<file path="src/rtl/flash_pkg.sv">
// Shared flash macro codes, sequencer state encoding and page size default.
// FLASH_SEQ_PRE_STATUS_EN adds the status-read pre-states S_PRE/S_PREW.
package flash_pkg;

    localparam logic [3:0] FlashRdID = 4'hB;
    localparam logic [3:0] FlashWrPg = 4'hC;
    localparam logic [3:0] FlashRdPg = 4'hD;
    localparam logic [3:0] FlashRdSR = 4'hE;
    localparam logic [3:0] FlashRdFR = 4'hF;

    localparam int PAGE_BYTES_DEF = 256;

`ifdef FLASH_SEQ_PRE_STATUS_EN
    typedef enum logic [2:0] {
        S_IDLE  = 3'd0,
        S_ISSUE = 3'd1,
        S_WAIT  = 3'd2,
        S_GAP   = 3'd3,
        S_DONE  = 3'd4,
        S_ABORT = 3'd5,
        S_PRE   = 3'd6,
        S_PREW  = 3'd7
    } seq_state_e;
`else
    typedef enum logic [2:0] {
        S_IDLE  = 3'd0,
        S_ISSUE = 3'd1,
        S_WAIT  = 3'd2,
        S_GAP   = 3'd3,
        S_DONE  = 3'd4,
        S_ABORT = 3'd5
    } seq_state_e;
`endif

endpackage

</file>
<file path="src/rtl/flash_page_sequencer_if.sv">
// Job request / macro command bundle between host, sequencer and flash_state_machine.
interface flash_page_sequencer_if #(parameter int CNT_W = 16);

    logic             job_valid;
    logic             job_ready;
    logic             job_op;
    logic [31:0]      job_addr;
    logic [CNT_W-1:0] job_pages;
    logic [3:0]       macro_states;
    logic             macro_states_valid;
    logic             macro_states_done;
    logic [63:0]      addr_out;
    logic             busy;
    logic [CNT_W-1:0] pages_done;
    logic             job_done;
    logic             job_err;

    modport master (
        output job_valid, job_op, job_addr, job_pages, macro_states_done,
        input  job_ready, macro_states, macro_states_valid, addr_out,
               busy, pages_done, job_done, job_err
    );

    modport slave (
        input  job_valid, job_op, job_addr, job_pages, macro_states_done,
        output job_ready, macro_states, macro_states_valid, addr_out,
               busy, pages_done, job_done, job_err
    );

endinterface

</file>
<file path="src/rtl/flash_timeout_cnt.sv">
// Wait-for-done watchdog: restart on issue, count while waiting, flag expiry.
module flash_timeout_cnt #(
    parameter int TIMEOUT_CYCLES = 2000000
) (
    input  logic clk,
    input  logic rst,
    input  logic i_clr,
    input  logic i_en,
    output logic o_expire
);

    localparam int W = $clog2(TIMEOUT_CYCLES) + 1;

    logic [W-1:0] r_cnt;

    // The issue cycle counts as the first elapsed cycle, so expiry lands
    // exactly TIMEOUT_CYCLES cycles after the strobe.
    always_ff @(posedge clk) begin
        if (rst)
            r_cnt <= '0;
        else if (i_clr)
            r_cnt <= W'(1);
        else if (i_en && !o_expire)
            r_cnt <= r_cnt + 1'b1;
    end

    assign o_expire = i_en && (r_cnt == W'(TIMEOUT_CYCLES - 1));

endmodule

</file>
<file path="src/rtl/flash_page_sequencer.sv">
// Expands a multi-page read/program job into single-page flash macros.
// FLASH_SEQ_PRE_STATUS_EN: issue one FlashRdSR before the first page.
module flash_page_sequencer
    import flash_pkg::*;
#(
    parameter int PAGE_BYTES     = PAGE_BYTES_DEF,
    parameter int TIMEOUT_CYCLES = 2000000,
    parameter int CNT_W          = 16
) (
    input  logic                   clk,
    input  logic                   rst,
    flash_page_sequencer_if.slave  bus
);

    seq_state_e       r_state, w_next;
    logic             r_op;
    logic [31:0]      r_addr;
    logic [CNT_W-1:0] r_remain;
    logic [CNT_W-1:0] r_pages_done;
    logic             r_err;
    logic [3:0]       r_macro;

    logic             w_accept;
    logic             w_valid;
    logic [3:0]       w_code;
    logic             w_tmo_clr;
    logic             w_tmo_en;
    logic             w_expire;
    logic             w_page_done;
    logic             w_abort;
    logic             w_busy;
    logic             w_ready;

    flash_timeout_cnt #(.TIMEOUT_CYCLES(TIMEOUT_CYCLES)) u_tmo (
        .clk      (clk),
        .rst      (rst),
        .i_clr    (w_tmo_clr),
        .i_en     (w_tmo_en),
        .o_expire (w_expire)
    );

    assign w_ready  = (r_state == S_IDLE) && !rst;
    assign w_accept = bus.job_valid && w_ready;

    always_ff @(posedge clk) begin
        if (rst)
            r_state <= S_IDLE;
        else
            r_state <= w_next;
    end

    always_comb begin
        w_next      = r_state;
        w_valid     = 1'b0;
        w_code      = r_op ? FlashWrPg : FlashRdPg;
        w_tmo_clr   = 1'b0;
        w_tmo_en    = 1'b0;
        w_page_done = 1'b0;
        w_abort     = 1'b0;
        w_busy      = 1'b0;
        case (r_state)
            S_IDLE: begin
                if (w_accept) begin
                    if (bus.job_pages == '0)
                        w_next = S_DONE;
                    else
`ifdef FLASH_SEQ_PRE_STATUS_EN
                        w_next = S_PRE;
`else
                        w_next = S_ISSUE;
`endif
                end
            end
            S_ISSUE: begin
                w_busy    = 1'b1;
                w_valid   = 1'b1;
                w_tmo_clr = 1'b1;
                w_next    = S_WAIT;
            end
            S_WAIT: begin
                w_busy   = 1'b1;
                w_tmo_en = 1'b1;
                // done beats a coincident expiry
                if (bus.macro_states_done) begin
                    w_page_done = 1'b1;
                    w_next      = (r_remain == CNT_W'(1)) ? S_DONE : S_GAP;
                end else if (w_expire) begin
                    w_abort = 1'b1;
                    w_next  = S_ABORT;
                end
            end
            S_GAP: begin
                w_busy = 1'b1;
                w_next = S_ISSUE;
            end
`ifdef FLASH_SEQ_PRE_STATUS_EN
            S_PRE: begin
                w_busy    = 1'b1;
                w_valid   = 1'b1;
                w_code    = FlashRdSR;
                w_tmo_clr = 1'b1;
                w_next    = S_PREW;
            end
            S_PREW: begin
                w_busy   = 1'b1;
                w_tmo_en = 1'b1;
                if (bus.macro_states_done) begin
                    w_next = S_ISSUE;
                end else if (w_expire) begin
                    w_abort = 1'b1;
                    w_next  = S_ABORT;
                end
            end
`endif
            S_DONE:  w_next = S_IDLE;
            S_ABORT: w_next = S_IDLE;
            default: w_next = S_IDLE;
        endcase
    end

    always_ff @(posedge clk) begin
        if (rst) begin
            r_op         <= 1'b0;
            r_addr       <= '0;
            r_remain     <= '0;
            r_pages_done <= '0;
            r_err        <= 1'b0;
            r_macro      <= '0;
        end else begin
            if (w_accept) begin
                r_op         <= bus.job_op;
                r_addr       <= bus.job_addr;
                r_remain     <= bus.job_pages;
                r_pages_done <= '0;
                r_err        <= 1'b0;
            end
            if (w_valid)
                r_macro <= w_code;
            if (w_page_done) begin
                r_pages_done <= r_pages_done + 1'b1;
                r_addr       <= r_addr + 32'(PAGE_BYTES);
                r_remain     <= r_remain - 1'b1;
            end
            if (w_abort)
                r_err <= 1'b1;
        end
    end

    // Code is visible in the issue cycle itself and held until the next issue.
    assign bus.macro_states       = w_valid ? w_code : r_macro;
    assign bus.macro_states_valid = w_valid;
    assign bus.job_ready          = w_ready;
    assign bus.addr_out           = {32'h0, r_addr};
    assign bus.busy               = w_busy;
    assign bus.pages_done         = r_pages_done;
    assign bus.job_done           = (r_state == S_DONE);
    assign bus.job_err            = r_err;

endmodule

</file>
<file path="src/flat_wrapper.sv">
// flat-port wrapper written by rule: the top's interface ports become plain ports
module flash_page_sequencer_flat import flash_pkg::*;
#(
    parameter int PAGE_BYTES     = PAGE_BYTES_DEF,
    parameter int TIMEOUT_CYCLES = 2000000,
    parameter int CNT_W          = 16
)
  (clk, rst, bus_job_valid, bus_job_op, bus_job_addr, bus_job_pages, bus_macro_states_done, bus_job_ready, bus_macro_states, bus_macro_states_valid, bus_addr_out, bus_busy, bus_pages_done, bus_job_done, bus_job_err);
  flash_page_sequencer_if #(.CNT_W(CNT_W)) bus_i ();
  input  logic clk;
  input  logic rst;
  input wire logic [$bits(bus_i.job_valid)-1:0] bus_job_valid;
  input wire logic [$bits(bus_i.job_op)-1:0] bus_job_op;
  input wire logic [$bits(bus_i.job_addr)-1:0] bus_job_addr;
  input wire logic [$bits(bus_i.job_pages)-1:0] bus_job_pages;
  input wire logic [$bits(bus_i.macro_states_done)-1:0] bus_macro_states_done;
  output wire logic [$bits(bus_i.job_ready)-1:0] bus_job_ready;
  output wire logic [$bits(bus_i.macro_states)-1:0] bus_macro_states;
  output wire logic [$bits(bus_i.macro_states_valid)-1:0] bus_macro_states_valid;
  output wire logic [$bits(bus_i.addr_out)-1:0] bus_addr_out;
  output wire logic [$bits(bus_i.busy)-1:0] bus_busy;
  output wire logic [$bits(bus_i.pages_done)-1:0] bus_pages_done;
  output wire logic [$bits(bus_i.job_done)-1:0] bus_job_done;
  output wire logic [$bits(bus_i.job_err)-1:0] bus_job_err;
  assign bus_i.job_valid = bus_job_valid;
  assign bus_i.job_op = bus_job_op;
  assign bus_i.job_addr = bus_job_addr;
  assign bus_i.job_pages = bus_job_pages;
  assign bus_i.macro_states_done = bus_macro_states_done;
  assign bus_job_ready = bus_i.job_ready;
  assign bus_macro_states = bus_i.macro_states;
  assign bus_macro_states_valid = bus_i.macro_states_valid;
  assign bus_addr_out = bus_i.addr_out;
  assign bus_busy = bus_i.busy;
  assign bus_pages_done = bus_i.pages_done;
  assign bus_job_done = bus_i.job_done;
  assign bus_job_err = bus_i.job_err;
  flash_page_sequencer #(.PAGE_BYTES(PAGE_BYTES), .TIMEOUT_CYCLES(TIMEOUT_CYCLES), .CNT_W(CNT_W)) u_core (.clk(clk), .rst(rst), .bus(bus_i));
endmodule
</file>
<file path="config.mk">
export PLATFORM = sky130hd
export DESIGN_NAME = flash_page_sequencer_flat
export DESIGN_NICKNAME = d
export VERILOG_FILES = /design/src/rtl/flash_pkg.sv /design/src/rtl/flash_page_sequencer_if.sv /design/src/rtl/flash_timeout_cnt.sv /design/src/rtl/flash_page_sequencer.sv /design/src/flat_wrapper.sv
export SDC_FILE = /design/constraint.sdc
export NUM_CORES = 1
export LEC_CHECK = 0
export BUFFER_PORTS_ARGS = -buffer_cell sky130_fd_sc_hd__buf_4
export CORE_MARGIN = 8
export CORE_UTILIZATION = 53
export DETAILED_ROUTE_END_ITERATION = 8
export PLACE_DENSITY = 0.79
export SLEW_MARGIN = 20
export SYNTH_ARGS = -nofsm -noshare
export SYNTH_HDL_FRONTEND = slang
export SYNTH_SLANG_ARGS = --single-unit
</file>
<file path="constraint.sdc">
create_clock -name clk -period 2.5 [get_ports clk]
set_input_delay 0.25 -clock clk [delete_from_list [all_inputs] [get_ports clk]]
set_output_delay 0.25 -clock clk [all_outputs]
set_load 0.01 [all_outputs]
</file>
==> summary.json, run 1 <==
{
  "clock_transition_at_the_registers_of_the_reported_paths": {"value": 100, "unit": "ps"},
  "worstPathMaxFanout": {"value": 13},
  "most_common_library_cells_after_synthesis": {"value": "95 x sky130_fd_sc_hd__dfxtp_1, 75 x sky130_fd_sc_hd__nand2_1, 54 x sky130_fd_sc_hd__nor2_1"},
  "design.core.area": {"value": 9200, "unit": "sq um"},
  "synth_edf_count": {"value": 0},
  "cp.arrival": {"value": 2590, "unit": "ps"},
  "grt_pass1_wl": {"value": 22000, "unit": "microns"},
  "synth_warnings": {"value": 0},
  "grt_pass1_vias": {"value": 4753},
  "path_class": {"value": "register to register"},
  "timing.hold.worst.class": {"value": "input port to register"},
  "place.detailed.hpwl": {"value": 9900, "unit": "microns"},
  "setup_total_negative_slack": {"value": 0, "unit": "ps"},
  "post_synth_inst_count": {"value": 627},
  "worst-endpoint-required": {"value": 2770, "unit": "ps"},
  "antenna-diode-count": {"value": 0},
  "cts_max_path_buffers": {"value": 2},
  "synth_largest_area_cell": {"value": "sky130_fd_sc_hd__dfxtp_1"},
  "cts_max_level": {"value": 3},
  "die_area": {"value": 12800, "unit": "sq um"},
  "drc_violation_count_after_routing": {"value": 0},
  "buffer_ports.inserted": {"value": 109},
  "whs": {"value": 63.9, "unit": "ps"},
  "hold_start": {"value": "bus_job_op"},
  "reg2reg_to": {"value": "u_core.r_state[2]"},
  "post-route-min-period": {"value": 2320, "unit": "ps"},
  "cts-resized-gates": {"value": 0},
  "flow.area_growth_from_synthesis": {"value": 21.2, "unit": "%"},
  "clk_latency": {"value": 370, "unit": "ps"},
  "setup.worst_path.start_class": {"value": "register"},
  "post_synthesis_sequential_area_ratio": {"value": 38.0, "unit": "%"},
  "leakagePower": {"value": 2.37, "unit": "nW"},
  "synth_most_common_cell": {"value": "sky130_fd_sc_hd__dfxtp_1"},
  "max-cap-violations": {"value": 0},
  "gr_ovfl_total": {"value": 0},
  "chipHeight": {"value": 113, "unit": "microns"},
  "post_dp_cell_area": {"value": 5840, "unit": "sq um"},
  "grt_util_all_layers": {"value": 20.4, "unit": "%"},
  "outcome": {"value": "finished, final reports clean"},
  "post_synth_main_area_contributors": {"value": "sky130_fd_sc_hd__dfxtp_1 38%, sky130_fd_sc_hd__nand2_1 5.6%, sky130_fd_sc_hd__a21oi_1 5.2%"},
  "minimum_setup_slack_among_reg_to_reg_paths": {"value": 180, "unit": "ps"},
  "crit_path_end_kind": {"value": "register"},
  "crit-reg2reg-launch": {"value": "u_core.u_tmo.r_cnt[7]"},
  "drtPass1Iterations": {"value": 5},
  "clock_buffers_created_by_tritoncts": {"value": 9},
  "detail_route.wl_per_cell": {"value": 15.9, "unit": "microns"},
  "maxClockFrequency": {"value": 431, "unit": "MHz"},
  "setup_repair_after_global_routing_missed_its_margin": {"value": "false"},
  "power.ir.vdd_worst": {"value": 0.359, "unit": "mV"},
  "hold_path_depth": {"value": 3},
  "slew_viol_final": {"value": 0},
  "tritoncts": {"value": "built"},
  "setup_viol": {"value": 0},
  "dr_total_vias": {"value": 4932},
  "fp.dieW": {"value": 113, "unit": "microns"},
  "netlist_area": {"value": 5000, "unit": "sq um"},
  "gp_congestion": {"value": 0.873},
  "yosys_register_bits": {"value": 95},
  "yosys_cell_types": {"value": 58},
  "route.antenna.remaining_nets": {"value": 0},
  "std_cell_rows": {"value": 35},
  "synth-async-reset-ratio": {"value": 0, "unit": "%"},
  "finish.cell_count_without_fillers": {"value": 846},
  "timing_worst_slew_pin_value": {"value": 737, "unit": "ps"},
  "number_of_hold_buffers_added_after_cts": {"value": 0},
  "vias_per_cell": {"value": 5.83},
  "power_per_cell_area": {"value": 672, "unit": "nW/um^2"},
  "avgSynthCellArea": {"value": 7.98, "unit": "sq um"},
  "antenna_found_initial": {"value": 0},
  "top_ff_cell_synth": {"value": "sky130_fd_sc_hd__dfxtp_1"},
  "final.setup_skew": {"value": 9.49, "unit": "ps"},
  "initialDrtViolationCount": {"value": 234},
  "yosys_top_cell_area_share": {"value": 38.0, "unit": "%"},
  "layout.nets": {"value": 788},
  "cts.repair_timing.setup_buffer_count": {"value": 0},
  "worst_hold_path.endpoint": {"value": "u_core.r_op"},
  "numClockSinks": {"value": 95},
  "layout.cell_area.non_filler": {"value": 6060, "unit": "sq um"},
  "route.final.wire_length": {"value": 13500, "unit": "microns"},
  "r2r.worst_path.cells": {"value": 5},
  "ios": {"value": 142},
  "drive_above_1_share": {"value": 21.5, "unit": "%"},
  "layout_worst_path_cycle_share": {"value": 92.7, "unit": "%"},
  "effective_utilization_at_floorplan": {"value": 54.4, "unit": "%"},
  "slew-limit-headroom": {"value": 50.7, "unit": "%"},
  "finalHoldViolations": {"value": 0},
  "root_buffer": {"value": "sky130_fd_sc_hd__clkbuf_8"},
  "report.power.total": {"value": 0.00408, "unit": "W"},
  "grt_max_degree": {"value": 43},
  "place_inst": {"value": 830}
}
-- where the power goes --
group          leakage [nW]  switching [W]  internal, W
clock                 0.108       0.000584     0.000577
combinational          1.49       0.000619     0.000481
sequential            0.771       0.000164      0.00165
total                  2.37        0.00137      0.00271
-- worst max-delay path by stage --
| stage | start | endpoint | slack (ps) | depth (start not counted) |
|---|---|---|---|---|
| after global routing | u_core.u_tmo.r_cnt[7] | u_core.r_state[2] | 140 | 5 |
| after global placement | u_core.u_tmo.r_cnt[7] | u_core.r_state[2] | 360 | 5 |
| final | u_core.u_tmo.r_cnt[7] | u_core.r_state[2] | 180 | 5 |
| after CTS | u_core.u_tmo.r_cnt[7] | u_core.r_state[2] | 190 | 5 |
| after detailed placement | u_core.u_tmo.r_cnt[7] | u_core.r_state[2] | 280 | 5 |
| after floorplan | u_core.u_tmo.r_cnt[7] | u_core.u_tmo.r_cnt[5] | 440 | 6 |
-- cells in the final DEF (no fill, tap or decap), types with 3 or more instances in the layout --
cell,count
sky130_fd_sc_hd__nor3b_1,4
sky130_fd_sc_hd__a211oi_1,4
sky130_fd_sc_hd__nor2_1,54
sky130_fd_sc_hd__and3_1,10
sky130_fd_sc_hd__mux2_2,4
sky130_fd_sc_hd__buf_4,125
sky130_fd_sc_hd__mux2i_1,3
sky130_fd_sc_hd__ha_1,5
sky130_fd_sc_hd__and2_1,5
sky130_fd_sc_hd__nor3_1,13
sky130_fd_sc_hd__nand3_1,32
sky130_fd_sc_hd__dfxtp_1,95
sky130_fd_sc_hd__or2_2,4
sky130_fd_sc_hd__nand2b_1,4
sky130_fd_sc_hd__nand4_1,17
sky130_fd_sc_hd__a31oi_1,20
sky130_fd_sc_hd__nor2b_1,3
sky130_fd_sc_hd__o21ai_0,16
sky130_fd_sc_hd__nor4_1,12
sky130_fd_sc_hd__and4_1,3
sky130_fd_sc_hd__a221oi_1,3
sky130_fd_sc_hd__clkbuf_8,9
sky130_fd_sc_hd__a2bb2oi_1,4
sky130_fd_sc_hd__conb_1,32
sky130_fd_sc_hd__or3_1,20
sky130_fd_sc_hd__or4b_1,4
sky130_fd_sc_hd__a21oi_1,52
sky130_fd_sc_hd__xnor2_1,6
sky130_fd_sc_hd__inv_1,17
sky130_fd_sc_hd__o311ai_0,6
sky130_fd_sc_hd__nand2_1,75
sky130_fd_sc_hd__xor2_1,10
sky130_fd_sc_hd__a41oi_1,3
sky130_fd_sc_hd__o211ai_1,18
sky130_fd_sc_hd__a22oi_1,5
sky130_fd_sc_hd__or4_1,8
-- final cells by class --
cell class              count  area [sq um]
clock buffers               9           124
repair buffers            125           938
inverters                  17          63.8
fillers                   788          3130
multi-input cells         482          2790
well taps                 111           139
clock inverters             7           104
flip-flops and latches     95          1900
-- worst max-delay path: stages, from the launching register on --
cell                       delay (ps)
sky130_fd_sc_hd__dfxtp_1          370
sky130_fd_sc_hd__or4b_1           560
sky130_fd_sc_hd__or4_4            670
sky130_fd_sc_hd__o21ai_2          230
sky130_fd_sc_hd__o21ai_1          110
sky130_fd_sc_hd__nor4bb_1         280
-- metal layers --
layer,track usage [%],vias up,routed length (microns)
met4,5.86,0,197
met1,24.8,2305,5750
met3,5.01,18,990
met5,0,-,0
li1,-,2427,-
met2,34.7,182,6540
-- sequential cells by signal (all words and copies together) (netlist names) --
signal / count
u_core.u_tmo.r_cnt: 22
u_core.r_macro: 4
u_core.r_op: 1
u_core.bus.pages_done: 16
u_core.r_addr: 32
u_core.r_state: 3
u_core.bus.job_err: 1
u_core.r_remain: 16
-- per-stage QoR --
stage                     utilization [%]  setup WS (ps)
after CTS                            65.9            193
after detailed placement             63.5            280
after global routing                 65.9            144
after floorplan                         -            436
final                                65.9            182
after global placement               63.5            355
-- cells by family after synthesis --
kind of cell               synth area share (%)
xor gates and xnor gates                   2.80
buffers and inverters                      8.78
AOI/OAI and AO/OA                          18.4
other                                    0.0750
muxes                                      1.50
and+or+nand+nor                            29.2
DFF                                        38.0
adders and majority gates                  1.25
Note: power is estimated with default switching activity, not from simulation.
==> run 2: changes to the inputs <==
BUFFER_PORTS_ARGS = not set   (was -buffer_cell sky130_fd_sc_hd__buf_4)
CORE_UTILIZATION = 55   (was 53)
DONT_BUFFER_PORTS = 1   (was not set)
PLACE_DENSITY = 0.68   (was 0.79)
==> run 2 against run 1 <==
Wire length is 6.5% lower. Clock power shrank 17%. Fmax is 1.5% lower. Sequential power barely moved. Critical path depth up 3. Worst hold slack lost 45 ps. Cell area decreased by 12%. Sequential share of layout area rose by 4.3 points. Critical endpoint is now u_core.r_addr[6]. Highest routed layer unchanged.
==> summary.json, run 2 (synthesis results as in run 1) <==
{
  "layout.nets": {"value": 691, "change": "-12%"},
  "drive_above_1_share": {"value": 8.31, "unit": "%", "change": "-13 points"},
  "drtPass1Iterations": {"value": 6, "change": "+1"},
  "vias_per_cell": {"value": 6.03, "change": "+3.5%"},
  "critPathMaxStageDelay": {"value": 560, "unit": "ps", "change": "-110 ps"},
  "register_area": {"value": 1900, "unit": "sq um", "change": "unchanged"},
  "tritoncts": {"value": "built"},
  "cts_max_level": {"value": 3, "change": "unchanged"},
  "dr_total_vias": {"value": 4500, "change": "-8.8%"},
  "most_common_cell_after_layout_fill_and_taps_aside": {"value": "sky130_fd_sc_hd__dfxtp_1"},
  "post_dp_cell_area": {"value": 5040, "unit": "sq um", "change": "-14%"},
  "finalHoldViolations": {"value": 0, "change": "unchanged"},
  "worstPathMaxFanout": {"value": 27, "change": "+14"},
  "cp.arrival": {"value": 2660, "unit": "ps", "change": "+70 ps"},
  "setup_viol": {"value": 0, "change": "unchanged"},
  "layout.cell_area.non_filler": {"value": 5330, "unit": "sq um", "change": "-12%"},
  "crit_path_frequent_cell": {"value": "sky130_fd_sc_hd__buf_4"},
  "power_per_cell_area": {"value": 697, "unit": "nW/um^2", "change": "+3.7%"},
  "grt_max_degree": {"value": 71, "change": "+65%"},
  "worst-path-stages": {"value": 8, "change": "+3"},
  "ios": {"value": 142, "change": "unchanged"},
  "grt_pass1_wl": {"value": 21000, "unit": "microns", "change": "-4.6%"},
  "std_cell_rows": {"value": 34, "change": "-2.9%"},
  "outcome": {"value": "finished, final reports clean"},
  "drc_violation_count_after_routing": {"value": 0, "change": "unchanged"},
  "largest_register_ffs": {"value": 32, "change": "unchanged"},
  "timing_worst_slew_pin_value": {"value": 672, "unit": "ps", "change": "-65.2 ps"},
  "slew_viol_final": {"value": 0, "change": "unchanged"},
  "fp.dieW": {"value": 111, "unit": "microns", "change": "-1.6%"},
  "hold_path_depth": {"value": 2, "change": "-1"},
  "crit-reg2reg-launch": {"value": "u_core.r_state[2]"},
  "timing.critical_path.cells": {"value": "buf_4, nor4_1, buf_4, and2_2, buf_4, nand2_1, a21oi_1, dlygate4sd3_1"},
  "post-route-min-period": {"value": 2350, "unit": "ps", "change": "+34.5 ps"},
  "leakagePower": {"value": 1.86, "unit": "nW", "change": "-22%"},
  "cts-resized-gates": {"value": 0, "change": "unchanged"},
  "setup_total_negative_slack": {"value": 0, "unit": "ps", "change": "unchanged"},
  "detail_route.wl_per_cell": {"value": 16.9, "unit": "microns", "change": "+6.1%"},
  "worst_path_max_delay_cell": {"value": "sky130_fd_sc_hd__dlygate4sd3_1"},
  "layout_worst_path_cycle_share": {"value": 94.1, "unit": "%", "change": "+1.4 points"},
  "cpLargestDelayFamily": {"value": "buffers and inverters"},
  "grt_pass1_vias": {"value": 4213, "change": "-11%"},
  "number_of_hold_buffers_added_after_cts": {"value": 9, "change": "+9"},
  "effective_utilization_at_floorplan": {"value": 57.1, "unit": "%", "change": "+2.7 points"},
  "initialDrtViolationCount": {"value": 178, "change": "-24%"},
  "antenna-diode-count": {"value": 0, "change": "unchanged"},
  "path_class": {"value": "register to register"},
  "gp_congestion": {"value": 0.836, "change": "-4.3%"},
  "route.antenna.remaining_nets": {"value": 0, "change": "unchanged"},
  "cts_max_path_buffers": {"value": 2, "change": "unchanged"},
  "place_inst": {"value": 721, "change": "-13%"},
  "root_buffer": {"value": "sky130_fd_sc_hd__clkbuf_8"},
  "gr_ovfl_total": {"value": 0, "change": "unchanged"},
  "clock_transition_at_the_registers_of_the_reported_paths": {"value": 100, "unit": "ps", "change": "about the same"},
  "final.setup_skew": {"value": 11.7, "unit": "ps", "change": "+2.21 ps"},
  "maxClockFrequency": {"value": 425, "unit": "MHz", "change": "-1.5%"},
  "numClockSinks": {"value": 95, "change": "unchanged"},
  "route.final.wire_length": {"value": 12600, "unit": "microns", "change": "-6.5%"},
  "report.power.total": {"value": 0.00372, "unit": "W", "change": "-8.8%"},
  "finalCoreUtilization": {"value": 60.8, "unit": "%", "change": "-5.1 points"},
  "largest-register": {"value": "u_core.r_addr"},
  "multi_input_comb_area": {"value": 2790, "unit": "sq um", "change": "unchanged"},
  "mostFrequentLayoutCells": {"value": "95 x sky130_fd_sc_hd__dfxtp_1, 75 x sky130_fd_sc_hd__nand2_1, 54 x sky130_fd_sc_hd__nor2_1, 52 x sky130_fd_sc_hd__a21oi_1"},
  "die_area": {"value": 12400, "unit": "sq um", "change": "-3.1%"},
  "layout_top_registers": {"value": "u_core.r_addr: 32 flops, u_core.u_tmo.r_cnt: 22 flops"},
  "antenna_found_initial": {"value": 0, "change": "unchanged"},
  "setup_repair_after_global_routing_missed_its_margin": {"value": "false"},
  "slew-limit-headroom": {"value": 54.8, "unit": "%", "change": "+4.1 points"},
  "finish.cell_count_without_fillers": {"value": 746, "change": "-12%"},
  "grt_util_all_layers": {"value": 19.8, "unit": "%", "change": "-0.61 points"},
  "flow.area_growth_from_synthesis": {"value": 6.58, "unit": "%"},
  "crit_path_end_kind": {"value": "register"},
  "max-cap-violations": {"value": 0, "change": "unchanged"},
  "timing.hold.worst.class": {"value": "input port to register"},
  "chipHeight": {"value": 111, "unit": "microns", "change": "-1.6%"},
  "design.core.area": {"value": 8760, "unit": "sq um", "change": "-4.7%"},
  "power.ir.vdd_worst": {"value": 0.349, "unit": "mV", "change": "-2.9%"},
  "r2r.worst_path.cells": {"value": 8, "change": "+3"},
  "buffer_ports.inserted": {"value": 0, "change": "-100%"},
  "cts.repair_timing.setup_buffer_count": {"value": 0, "change": "unchanged"},
  "hold_start": {"value": "bus_job_addr[0]"},
  "worst_setup_path_startpoint": {"value": "u_core.r_state[2]"},
  "clock_buffers_created_by_tritoncts": {"value": 9, "change": "unchanged"},
  "clk_latency": {"value": 360, "unit": "ps", "change": "about the same"},
  "place.detailed.hpwl": {"value": 9080, "unit": "microns", "change": "-8.2%"},
  "worst-endpoint-required": {"value": 2810, "unit": "ps", "change": "+40 ps"},
  "setup.worst_path.start_class": {"value": "register"},
  "fill_cells": {"value": 789, "change": "+0.13%"},
  "critPathBufInv": {"value": 4, "change": "+4"}
}
## run 2: cell count changes in the layout (fill, tap and decap cells not counted), sizes merged
cell,previous run,this run
clkinvlp,2,3
buf,125,20
bufinv,2,0
dlygate4sd3,0,8
clkinv,0,1
## run 2: path summary, 6_finish.rpt
kind / slack (ps) / end
worst max-delay path: 150 / u_core.r_addr[6]
worst min-delay path: 20 / u_core.r_addr[0]
worst max register to register: 150 / u_core.r_addr[6]
worst min register to register: 470 / u_core.u_tmo.r_cnt[4]
## run 2: worst register-to-register path, cell delays in order (launching register included)
cell and delay [ps]:
sky130_fd_sc_hd__dfxtp_1 400, sky130_fd_sc_hd__buf_4 200, sky130_fd_sc_hd__nor4_1 280, sky130_fd_sc_hd__buf_4 190
sky130_fd_sc_hd__and2_2 170, sky130_fd_sc_hd__buf_4 290, sky130_fd_sc_hd__nand2_1 100, sky130_fd_sc_hd__a21oi_1 120
sky130_fd_sc_hd__dlygate4sd3_1 560
## run 2: area by class of cell
cell class / count / share of cell area (%)
clock buffer: 9 / 2.32
clock inverter: 7 / 1.17
inverter: 17 / 1.20
multi-input combinational: 482 / 52.4
sequential: 95 / 35.7
tap: 108 / 2.54
timing repair buffer: 28 / 4.69
## run 2: power breakdown
group | switching [W] | internal [W] | leakage [nW]
combinational | 0.000546 | 0.000359 | 1.00
sequential | 0.000192 | 0.00165 | 0.771
clock | 0.000587 | 0.000381 | 0.0859
total | 0.00133 | 0.00239 | 1.86
## run 2: metrics by stage
step	hold slack, ps	setup slack [ps]
after floorplan	349	436
after global placement	331	350
after detailed placement	332	265
after CTS	5.78	184
after global routing	5.71	39.8
final	19.4	148
## run 2: metal layers
metal	vias up	share of wire, %	GRT usage (%)
met4	0	1.5	6.40
met5	-	0	0
met1	2101	42	24.3
met2	143	47	31.7
li1	2240	-	-
met3	16	9.1	6.76
